## src/rtl/mem_arbiter_pkg.sv

```systemverilog
// Shared types for the cache-miss memory arbiter: FSM states, grant owner
// and the line-offset width used to align pmem addresses.
package arb_types;

    typedef enum logic [2:0] {
        IDLE,
        I_RD,
        D_RD,
        D_WR,
        RESP
    } arb_state_t;

    typedef enum logic {
        GRANT_I,
        GRANT_D
    } grant_t;

    localparam int LINE_OFFSET_BITS = 5;

endpackage

```

## src/rtl/mem_arbiter_line_adaptor.sv

```systemverilog
// Converts between a full cache line and a sequence of pmem beats: counts
// beats, assembles read beats into the line register, serialises write beats.
module line_adaptor #(
    parameter int LINE_W = 256,
    parameter int BEAT_W = 64
) (
    input  logic              clk,
    input  logic              rst,
    input  logic              load_wline,
    input  logic [LINE_W-1:0] wline,
    input  logic              beat_en,
    input  logic              is_write,
    input  logic [BEAT_W-1:0] beat_in,
    output logic [LINE_W-1:0] line,
    output logic [BEAT_W-1:0] beat_out,
    output logic              last_beat
);

    localparam int BEATS = LINE_W / BEAT_W;
    localparam int CNT_W = (BEATS > 1) ? $clog2(BEATS) : 1;

    logic [CNT_W-1:0]  cnt_q, cnt_d;
    logic [LINE_W-1:0] line_q, line_d;

    assign last_beat = (cnt_q == CNT_W'(BEATS - 1));
    assign beat_out  = line_q[int'(cnt_q) * BEAT_W +: BEAT_W];
    assign line      = line_q;

    // Beat slot k always maps to line bits [k*BEAT_W +: BEAT_W]; the counter
    // returns to zero after the last beat so the next burst starts at slot 0.
    always_comb begin
        cnt_d  = cnt_q;
        line_d = line_q;
        if (load_wline) begin
            line_d = wline;
            cnt_d  = '0;
        end else if (beat_en) begin
            if (!is_write) begin
                line_d[int'(cnt_q) * BEAT_W +: BEAT_W] = beat_in;
            end
            cnt_d = last_beat ? '0 : cnt_q + 1'b1;
        end
    end

    always_ff @(posedge clk or negedge rst) begin
        if (!rst) begin
            cnt_q  <= '0;
            line_q <= '0;
        end else begin
            cnt_q  <= cnt_d;
            line_q <= line_d;
        end
    end

endmodule

```

## src/rtl/mem_arbiter.sv

```systemverilog
// Arbitrates I-cache reads and D-cache reads/writebacks onto one 64-bit pmem
// port, running each line as a burst and returning it with a one-cycle resp.
module mem_arbiter
    import arb_types::*;
#(
    parameter int LINE_W = 256,
    parameter int BEAT_W = 64,
    parameter int ADDR_W = 32
) (
    input  logic              clk,
    input  logic              rst,
    input  logic              i_read,
    input  logic [ADDR_W-1:0] i_address,
    output logic              i_resp,
    output logic [LINE_W-1:0] i_rdata,
    input  logic              d_read,
    input  logic              d_write,
    input  logic [ADDR_W-1:0] d_address,
    input  logic [LINE_W-1:0] d_wdata,
    output logic              d_resp,
    output logic [LINE_W-1:0] d_rdata,
    output logic              pmem_read,
    output logic              pmem_write,
    output logic [ADDR_W-1:0] pmem_address,
    output logic [BEAT_W-1:0] pmem_wdata,
    input  logic [BEAT_W-1:0] pmem_rdata,
    input  logic              pmem_resp
);

    localparam logic [ADDR_W-1:0] OFFSET_MASK = ADDR_W'((1 << LINE_OFFSET_BITS) - 1);

    arb_state_t        state_q, state_d;
    grant_t            owner_q, owner_d;
    grant_t            last_grant_q, last_grant_d;
    logic [ADDR_W-1:0] addr_q, addr_d;

    grant_t            grant;
    logic              d_req;
    logic              in_burst;
    logic              load_wline;
    logic              beat_en;
    logic              is_write;
    logic [LINE_W-1:0] line;
    logic [BEAT_W-1:0] beat_out;
    logic              last_beat;

    assign d_req    = d_read | d_write;
    assign in_burst = (state_q == I_RD) || (state_q == D_RD) || (state_q == D_WR);
    assign beat_en  = in_burst & pmem_resp;
    assign is_write = (state_q == D_WR);

    line_adaptor #(
        .LINE_W (LINE_W),
        .BEAT_W (BEAT_W)
    ) u_line_adaptor (
        .clk        (clk),
        .rst        (rst),
        .load_wline (load_wline),
        .wline      (d_wdata),
        .beat_en    (beat_en),
        .is_write   (is_write),
        .beat_in    (pmem_rdata),
        .line       (line),
        .beat_out   (beat_out),
        .last_beat  (last_beat)
    );

    // When both sides want memory, the side that did not win last time goes
    // next, so a stream of D misses cannot lock out instruction fetch.
    always_comb begin
        grant = GRANT_I;
        if (i_read && d_req) begin
            grant = (last_grant_q == GRANT_I) ? GRANT_D : GRANT_I;
        end else if (d_req) begin
            grant = GRANT_D;
        end
    end

    always_comb begin
        state_d      = state_q;
        owner_d      = owner_q;
        last_grant_d = last_grant_q;
        addr_d       = addr_q;
        load_wline   = 1'b0;
        case (state_q)
            IDLE: begin
                if (i_read || d_req) begin
                    owner_d      = grant;
                    last_grant_d = grant;
                    if (grant == GRANT_I) begin
                        addr_d  = i_address & ~OFFSET_MASK;
                        state_d = I_RD;
                    end else begin
                        addr_d = d_address & ~OFFSET_MASK;
                        if (d_write) begin
                            state_d    = D_WR;
                            load_wline = 1'b1;
                        end else begin
                            state_d = D_RD;
                        end
                    end
                end
            end
            I_RD, D_RD, D_WR: begin
                if (pmem_resp && last_beat) begin
                    state_d = RESP;
                end
            end
            RESP:    state_d = IDLE;
            default: state_d = IDLE;
        endcase
    end

    always_ff @(posedge clk or negedge rst) begin
        if (!rst) begin
            state_q      <= IDLE;
            owner_q      <= GRANT_I;
            last_grant_q <= GRANT_I;
            addr_q       <= '0;
        end else begin
            state_q      <= state_d;
            owner_q      <= owner_d;
            last_grant_q <= last_grant_d;
            addr_q       <= addr_d;
        end
    end

    // Everything below decodes registered state only, so a reset pulls the
    // strobes low immediately without waiting for a clock edge.
    assign pmem_read    = (state_q == I_RD) || (state_q == D_RD);
    assign pmem_write   = (state_q == D_WR);
    assign pmem_address = in_burst ? addr_q : '0;
    assign pmem_wdata   = is_write ? beat_out : '0;

    assign i_resp  = (state_q == RESP) && (owner_q == GRANT_I);
    assign d_resp  = (state_q == RESP) && (owner_q == GRANT_D);
    assign i_rdata = i_resp ? line : '0;
    assign d_rdata = d_resp ? line : '0;

    a_no_read_and_write: assert property (@(posedge clk) disable iff (!rst) !(d_read && d_write));

endmodule

```

## config.mk

```make
export PLATFORM = sky130hd
export DESIGN_NAME = mem_arbiter
export DESIGN_NICKNAME = d
export VERILOG_FILES = /design/src/rtl/mem_arbiter_pkg.sv /design/src/rtl/mem_arbiter_line_adaptor.sv /design/src/rtl/mem_arbiter.sv
export SDC_FILE = /design/constraint.sdc
export NUM_CORES = 1
export LEC_CHECK = 0
export CORE_AREA = 2 2 386 388
export DETAILED_ROUTE_END_ITERATION = 6
export DIE_AREA = 0 0 388 390
export SYNTH_ARGS = -nofsm -noshare
export SYNTH_HDL_FRONTEND = slang
export SYNTH_HIERARCHICAL = 1
export SYNTH_SLANG_ARGS = --single-unit
```

## constraint.sdc

```tcl
create_clock -name clk -period 5.8 [get_ports clk]
set_input_delay 0.87 -clock clk [delete_from_list [all_inputs] [get_ports clk]]
set_output_delay 0.87 -clock clk [all_outputs]
set_load 0.03 [all_outputs]
```

==> reports/summary.txt, run 1 <==
initial antenna violation count - 55
Slew headroom - 17.6%
flops & latches, synth - 289
mean cell area of the mapped netlist - 10.2 sq um
antenna viol nets, final - 0
CP max stage delay - 690 ps
Clock Skews - 39.2 ps
Critical R2R Capture - u_line_adaptor/line[18]
I/O Pins - 1002
Setup Crit Path Kind - register to output pin
Post-Syn Instances - 1837
xor and xnor fraction of the mapped netlist area - 0.0933%
WP depth - 6
register area - 7240 sq um
Setup-failing EPs final - 0
Core Box Area - 147000 sq um
Post-Synthesis Cell Area - 18800 sq um
Num CTS Buffers - 39
CP max FO - 68
Vias per Instance - 4.21
Final WS setup - 1500 ps
Synth Area in Compound Gates - 15.4%
Global Route Usage Sum - 17.4%
proportion of synthesized area in mux cells - 11.0%
first-pass GRT wire length - 181000 um
Die Y - 390 um
Max Freq - 0.233 GHz
clk sink count - 289
share of post-route cells with drive strength above 1 - 8.60%
Max VDD drop - 0.250 mV
Synth Area in Adders - 0.333%
GRT overflow - 0
root buf cell - clkbuf_16
flop2flop setup slack - 1730 ps
maxcap violations - 0
most frequent cell on the critical path - buf_4
footprint of the multi-input gates - 10700 sq um
setup TNS - 0 ps
leak pwr - 12.1 nW
Critical Path End - i_rdata[28]
CP Data Required Time - 4930 ps
WP buf/inv - 4
CTS tree - built
Filler Cell Count - 16000
synth top area cells - dfrtp_1 (39%), and2_1 (27%), a221o_1 (10%)
H-tree levels - 2
Reg clk slew, reported paths - 60 ps
Synth area leader - dfrtp_1
Simple-Gate Fraction of Synth Area - 29.4%
slowest cell on the critical path - clkdlybuf4s50_1
period utilization - 74.1%
P&R area growth vs syn - 70.6%
largest family of logic cells by synthesized area - simple AND/OR/NAND/NOR gates
vias in the first global route - 19700
arrival time worst endpoint - 3430 ps
RSZ-0062 raised after global routing - no
Final min period - 4300 ps
die width - 388 um
final max-slew violation count - 0
Yosys warning count - 6
Die Footprint - 151000 sq um
worst slew pin tran - 1240 ps
pin count of the biggest net entering global routing - 171
initial DRC count - 1573
row count - 141
Critical path origin - state_q[2]
vias - 19700
worst skew pair latency - 610 ps
crit path launch type - register
Routed WL - 138000 um
top-area cell type share of the netlist area - 38.5%
hold buffers post-CTS - 0
pre-CTS setup slack - 1700 ps
post-detail-place hpwl - 106000 um
1st-pass router iterations - 5
Distinct cells, synth - 40
CP endpoint kind - output pin
reg2reg start - state_q[0]
PD cells - 431 nW/um^2
Hold/Removal Path Class - primary input to async pin
Seq/Total Area, Yosys - 38.5%
I/O Buffers - 986
Clock Tree Buf Depth - 3
gpl congestion - 0.898
DRC Markers - 0
FF-to-FF path depth - 7
final hold slack - 271 ps
Cell Chain, Critical Path - inv_1 -> nor4_4 -> buf_4 -> buf_4 -> and2_1 -> clkdlybuf4s50_1
cell family with most CP delay - buffers and inverters
initial core utilization - 12.8%
status - complete, no violations
Final Hold Vio Count - 0
CTS resizes - 0
post-layout net count - 3097
Post-CTS Setup Repair Bufs - 0
Wirelength per Cell - 29.4 um
## stage by stage
step           utilization, %  area, sq um  std cells  total power, mW
6_report                 21.8        32000       4679             13.8
3_3_place_gp             20.8        30600       4591             11.0
2_1_floorplan               -        18800       1841             7.40
5_1_grt                  21.7        32000       4664             14.4
3_5_place_dp             20.8        30600       4591             11.1
4_1_cts                  21.7        32000       4661             13.9
## report_power, final
group / switching, mW / internal (mW)
sequential: 1.73 / 2.92
combinational: 3.60 / 2.87
clock: 1.06 / 1.63
## routing by layer
| layer | part of all wire [%] | routed length, um | GRT usage, % |
|---|---|---|---|
| met4 | 2.9 | 3950 | 4.91 |
| met5 | 0.075 | 103 | 0 |
| met1 | 42 | 57700 | 22.2 |
| met2 | 47 | 64800 | 28.6 |
| met3 | 8.0 | 11000 | 4.79 |
## Yosys cell counts, drive strengths merged
library cell  number
clkbuf           143
a2bb2oi           32
o31a               1
and3               4
nand3              1
nor4b              2
nand3b             1
buf               54
nand2b             2
or3b               1
a32oi             31
xnor2              2
dfrtp            289
nor2b              1
mux4              64
nor2               7
mux2i              1
conb               1
or2                1
o41ai              1
o2bb2ai            1
and2             797
ha                 5
inv                7
nor4               1
nor3              33
nand2              2
a32o               1
a221o            193
o211a              1
and3b              2
a2111oi            1
mux2              55
nand4             32
nor4bb             1
a21oi             66
## worst min path at each step
stage | slack (ps) | end | depth (start not counted)
final | 270 | addr_q[14] | 1
after global routing | 300 | addr_q[14] | 1
after floorplan | 470 | addr_q[10] | 1
after CTS | 270 | addr_q[14] | 1
after detailed placement | 490 | addr_q[15] | 1
after global placement | 480 | addr_q[28] | 1
## worst register-to-register path: stages (launching register included)
cell	delay [ps]
dfrtp_1	500
nor2_1	130
nor2_2	760
and2_1	450
and3b_4	520
buf_4	490
and3_4	820
a221o_1	330
## sequential cells by signal (all words and copies together), names as in the netlist
register	flops
addr_q	27
last_grant_q	1
state_q	3
u_line_adaptor/cnt_q	2
u_line_adaptor/line	256
## area by class of cell
type,instances,share of cell area (%)
Clock buffer,59,3.59
Sequential cell,289,22.6
Tap cell,1930,7.54
Clock inverter,11,0.676
Timing Repair Buffer,1017,31.9
Multi-Input combinational cell,1348,33.5
Antenna cell,18,0.141
Inverter,7,0.0898
## logic make-up after synthesis
family          count (synthesis)
fa+ha+maj                       5
simple gates                  888
flops                         289
buf+inv                       204
xor+xnor                        2
mux                           120
compound gates                328
other cells                     1
## placed cells by master, fill, tap and decap left out, types with 2 or more instances in the layout
master | synthesis | layout
dfrtp_4 | 0 | 2
and3_4 | 0 | 4
clkbuf_1 | 98 | 10
diode_2 | 0 | 18
a21oi_4 | 0 | 2
and3b_4 | 0 | 2
conb_1 | 1 | 5
clkbuf_16 | 0 | 39
clkinv_2 | 0 | 2
inv_1 | 7 | 6
mux2_2 | 55 | 55
nand2b_1 | 2 | 2
inv_6 | 0 | 3
nor3_1 | 33 | 33
clkbuf_8 | 0 | 10
nor4b_2 | 0 | 2
a21oi_1 | 66 | 64
nand2_1 | 2 | 2
buf_4 | 10 | 22
nor2_1 | 7 | 4
buf_12 | 0 | 9
clkdlybuf4s50_1 | 0 | 985
dfrtp_1 | 289 | 287
xnor2_1 | 2 | 2
mux4_2 | 64 | 64
nand4_1 | 32 | 32
and2_1 | 797 | 797
a32oi_1 | 31 | 31
bufinv_16 | 0 | 6
a221o_1 | 193 | 193
ha_1 | 5 | 4
a2bb2oi_1 | 32 | 32
nor2_4 | 0 | 2
Note: power is estimated with default switching activity, not from simulation.
==> run 2, diff against run 1 <==
==> constraint.sdc (replaced) <==
create_clock -name clk -period 4.48 [get_ports clk]
set_input_delay 0.672 -clock clk [delete_from_list [all_inputs] [get_ports clk]]
set_output_delay 0.672 -clock clk [all_outputs]
set_load 0.03 [all_outputs]
==> run 2 against run 1 <==
Sequential share of layout area about the same. Worst setup slack got worse by 990 ps. Sequential power increased by 29%. Register-to-register slack got worse by 590 ps. Wire length increased by 0.88%. Total power increased by 28%. Clock skew decreased by 23 ps. Global-route usage increased by 0.17 points. Utilization about the same. Sequential cell count unchanged. Largest cell class unchanged.
==> reports/summary.txt, run 2 (synthesis gave the netlist of run 1 again) <==
Wirelength per Cell - 29.7 um
Hold/Removal Path Class - primary input to async pin
Slew headroom - 32.7%
period utilization - 88.5%
Clock Skews - 16.2 ps
die width - 388 um
Filler Cell Count - 16000
I/O Buffers - 986
vias in the first global route - 19800
FF-to-FF path depth - 6
row count - 141
Core Box Area - 147000 sq um
reg2reg start - state_q[2]
Final Hold Vio Count - 0
gpl congestion - 0.908
Critical R2R Capture - u_line_adaptor/line[46]
maxcap violations - 0
H-tree levels - 2
worst slew pin tran - 1010 ps
register area - 7240 sq um
PD cells - 553 nW/um^2
RSZ-0062 raised after global routing - no
worst skew pair latency - 590 ps
clk sink count - 289
Final min period - 3960 ps
max FFs per register - 256
final max-slew violation count - 0
Vias per Instance - 4.24
Max VDD drop - 0.483 mV
1st-pass router iterations - 5
flop2flop setup slack - 1140 ps
post-detail-place hpwl - 107000 um
commonest non-fill, non-tap cell in the layout - clkdlybuf4s50_1
CTS tree - built
slowest cell on the critical path - clkdlybuf4s50_1
Cell Chain, Critical Path - inv_1 -> nor4_4 -> buf_12 -> and2_1 -> clkdlybuf4s50_1
Setup Crit Path Kind - register to output pin
Num CTS Buffers - 38
Clock Tree Buf Depth - 3
setup TNS - 0 ps
leak pwr - 12.1 nW
Global Route Usage Sum - 17.6%
initial core utilization - 12.8%
P&R area growth vs syn - 70.6%
pin count of the biggest net entering global routing - 155
Sw Pwr - 8.35 mW
Max Freq - 0.252 GHz
crit path launch type - register
CP endpoint kind - output pin
Routed WL - 139000 um
Die Y - 390 um
initial antenna violation count - 59
share of post-route cells with drive strength above 1 - 8.74%
post-layout net count - 3111
Setup-failing EPs final - 0
Reg power frac - 33.8%
GRT overflow - 0
commonest cells after routing, fill and taps aside - clkdlybuf4s50_1 (985), and2_1 (797), dfrtp_1 (287), a221o_1 (193)
CTS resizes - 0
arrival time worst endpoint - 3290 ps
footprint of the multi-input gates - 10700 sq um
I/O Pins - 1002
hold buffers post-CTS - 0
initial DRC count - 1548
Post-CTS Setup Repair Bufs - 0
first-pass GRT wire length - 182000 um
Die Footprint - 151000 sq um
Final WS setup - 517 ps
Sw Ratio - 47.1%
antenna viol nets, final - 0
vias - 19900
status - complete, no violations
CP max stage delay - 740 ps
Reg clk slew, reported paths - 60 ps
CP Data Required Time - 3810 ps
DRC Markers - 0
Int Power - 9.37 mW
CP max FO - 96
Clock power frac - 17.6%
root buf cell - clkbuf_16
Critical path origin - state_q[2]
Combinational Power Share - 48.6%
pre-CTS setup slack - 1000 ps
==> run 2: cell types whose count changed in the layout (fill, tap and decap cells not counted), sizes merged <==
| cell | delta |
|---|---|
| diode | +1 |
| inv | -3 |
| clkbuf | -5 |
| clkinv | -1 |
| clkinvlp | +1 |
| buf | +15 |
| bufinv | -4 |
==> run 2: power groups by stage <==
stage          Clock, mW  Sequential, mW  Combinational (mW)
6_report            3.12            5.99                8.61
5_1_grt             3.29            6.11                9.04
4_1_cts             3.21            6.00                8.66
3_5_place_dp           0            6.03                8.63
3_3_place_gp           0            6.00                8.55
2_1_floorplan          0            4.46                5.12
==> run 2: how the worst max path moves through the flow <==
stage                                    end  slack [ps]  cells after the start
floorplan           u_line_adaptor/line[100]        1650                      8
global placement    u_line_adaptor/line[101]        1050                      7
CTS                              i_rdata[42]         480                      5
global route                     i_rdata[92]         400                      5
finish                           i_rdata[92]         520                      5
detailed placement   u_line_adaptor/line[93]        1000                      7
==> run 2: layout make-up <==
class                           count  share of cell area (%)
Clock buffer                       54                    3.48
Clock inverter                      4                   0.227
Timing Repair Buffer             1032                    32.5
Tap cell                         1930                    7.54
Multi-Input combinational cell   1348                    33.5
Antenna cell                       19                   0.148
Sequential cell                   289                    22.6
Inverter                            7                  0.0898
==> run 2: worst max-delay path, delay by kind of cell, from the launching register on <==
| kind | cells | cell delay, ps |
|---|---|---|
| and+or+nand+nor | 2 | 820 |
| DFF | 1 | 460 |
| buffers and inverters | 3 | 1180 |
==> run 2: per-stage QoR <==
stage	util (%)	hold WS [ps]	power (mW)	std cells	instance area, sq um
global placement	20.9	483	14.6	4606	30800
floorplan	-	376	9.58	1841	18800
global route	21.7	159	18.4	4665	32000
CTS	21.7	136	17.9	4664	32000
detailed placement	20.9	487	14.7	4606	30800
finish	21.8	131	17.7	4683	32000
==> run 2: metal layers <==
metal / track usage, % / up-vias / share of wire (%)
li1: - / 8367 / -
met1: 22.2 / 10100 / 41
met2: 28.6 / 1157 / 47
met3: 4.69 / 224 / 8.1
met4: 6.25 / 26 / 3.7
met5: 0 / - / 0.13
==> run 3, diff against run 2 <==
--- a/config.mk
+++ b/config.mk
@@ -5,9 +5,9 @@
 export SDC_FILE = /design/constraint.sdc
 export NUM_CORES = 1
 export LEC_CHECK = 0
-export CORE_AREA = 2 2 386 388
+export CORE_AREA = 2 2 392 394
 export DETAILED_ROUTE_END_ITERATION = 6
-export DIE_AREA = 0 0 388 390
+export DIE_AREA = 0 0 394 396
 export SYNTH_ARGS = -nofsm -noshare
 export SYNTH_HDL_FRONTEND = slang
 export SYNTH_HIERARCHICAL = 1
==> run 3 against run 2 <==
First-iteration DRC count up 0.71%. Clock power up 12%. Sequential power up 2%. Global-route usage about the same. Non-clock buffer count down 7. Cell area up 0.93%. Total power up 2.7%. Register-to-register slack better by 70 ps.
==> reports/summary.txt, run 3 (synthesis gave the netlist of run 1 again) <==
commonest non-fill, non-tap cell in the layout - clkdlybuf4s50_1
Die Footprint - 156000 sq um
final max-slew violation count - 0
Clock power frac - 19.2%
Placed Area - 30900 sq um
Reg clk slew, reported paths - 60 ps
1st-pass router iterations - 5
Die Y - 396 um
Setup-failing EPs final - 0
CTS resizes - 0
Num CTS Buffers - 39
dpl cells - 4699
PD cells - 563 nW/um^2
initial antenna violation count - 63
Final Hold Vio Count - 0
post-detail-place hpwl - 111000 um
final hold slack - 115 ps
Sw Ratio - 46.9%
Slew headroom - 29.2%
root buf cell - clkbuf_16
H-tree levels - 2
initial DRC count - 1559
post-route cell area - 32300 sq um
Sw Pwr - 8.54 mW
period utilization - 88.9%
Routed WL - 143000 um
worst slew pin tran - 1060 ps
clk sink count - 289
Final min period - 3980 ps
share of post-route cells with drive strength above 1 - 9.05%
I/O Pins - 1002
gpl congestion - 0.903
arrival time worst endpoint - 3310 ps
setup TNS - 0 ps
vias in the first global route - 19600
die width - 394 um
Max Freq - 0.251 GHz
post-layout net count - 3105
Setup Crit Path Kind - register to output pin
Post-CTS Setup Repair Bufs - 0
maxcap violations - 0
Reg power frac - 33.5%
DRC Markers - 0
first-pass GRT wire length - 188000 um
CTS tree - built
I/O Buffers - 986
Max VDD drop - 0.425 mV
RSZ-0062 raised after global routing - no
P&R area growth vs syn - 72.2%
initial core utilization - 12.4%
commonest cells after routing, fill and taps aside - clkdlybuf4s50_1 (985), and2_1 (797), dfrtp_1 (287), a221o_1 (193)
max FFs per register - 256
Global Route Usage Sum - 17.5%
CP max FO - 165
GRT overflow - 0
vias - 20000
hold buffers post-CTS - 0
worst skew pair latency - 590 ps
Layout Cells excl Fill - 4790
antenna viol nets, final - 0
status - complete, no violations
Clock Tree Buf Depth - 3
CP Data Required Time - 3810 ps
crit path launch type - register
Combinational Power Share - 47.3%
CP endpoint kind - output pin
Hold/Removal Path Class - primary input to async pin
Vias per Instance - 4.17
Int Power - 9.65 mW
row count - 143
leak pwr - 12.2 nW
Wirelength per Cell - 29.9 um
Clock Skews - 14.9 ps
pin count of the biggest net entering global routing - 166
Core Box Area - 152000 sq um
## run 3: through the flow
stage                     util [%]  setup WS, ps  power [mW]
final                         21.3           497        18.2
after global routing          21.3           311        18.9
after CTS                     21.3           449        18.4
after detailed placement      20.4           944        14.8
after global placement        20.4           992        14.7
after floorplan                  -          1650        9.58
## run 3: final cells by class
type	count	area [sq um]
fillers	16600	119000
multi-input cells	1348	10700
repair buffers	1025	10400
flip-flops and latches	289	7240
well taps	2030	2540
clock buffers	55	1160
clock inverters	15	213
diodes	21	52.6
inverters	7	28.8
## run 3: critical path: stages, from the launching register on
cell,delay (ps)
dfrtp_1,460
inv_1,150
nor4_4,380
buf_12,500
and2_1,220
clkdlybuf4s50_1,870
## run 3: per-layer routing
metal | track usage (%) | vias up | routed length [um]
met4 | 5.21 | 28 | 4400
met5 | 0 | - | 175
li1 | - | 8371 | -
met3 | 4.36 | 208 | 10600
met1 | 22.4 | 10200 | 60300
met2 | 29.0 | 1142 | 67900
## run 3: power groups by stage
stage,combinational (mW),clock [mW],sequential [mW]
after detailed placement,8.69,0,6.11
after CTS,8.72,3.59,6.08
after global routing,9.05,3.67,6.19
final,8.61,3.48,6.09
after global placement,8.59,0,6.08
after floorplan,5.12,0,4.46
## run 3: final timing paths
| kind | cells past startpoint | from | slack, ps | endpoint |
|---|---|---|---|---|
| worst min-delay path | 1 | rst | 120 | addr_q[16] |
| worst max register to register | 6 | u_line_adaptor/cnt_q[1] | 1210 | u_line_adaptor/line[31] |
| worst max-delay path | 5 | state_q[2] | 500 | i_rdata[92] |
| min in group clk | 1 | addr_q[27] | 500 | addr_q[27] |
| worst min register to register | 1 | addr_q[27] | 500 | addr_q[27] |
| max in group asynchronous | 2 | rst | 3370 | u_line_adaptor/line[213] |
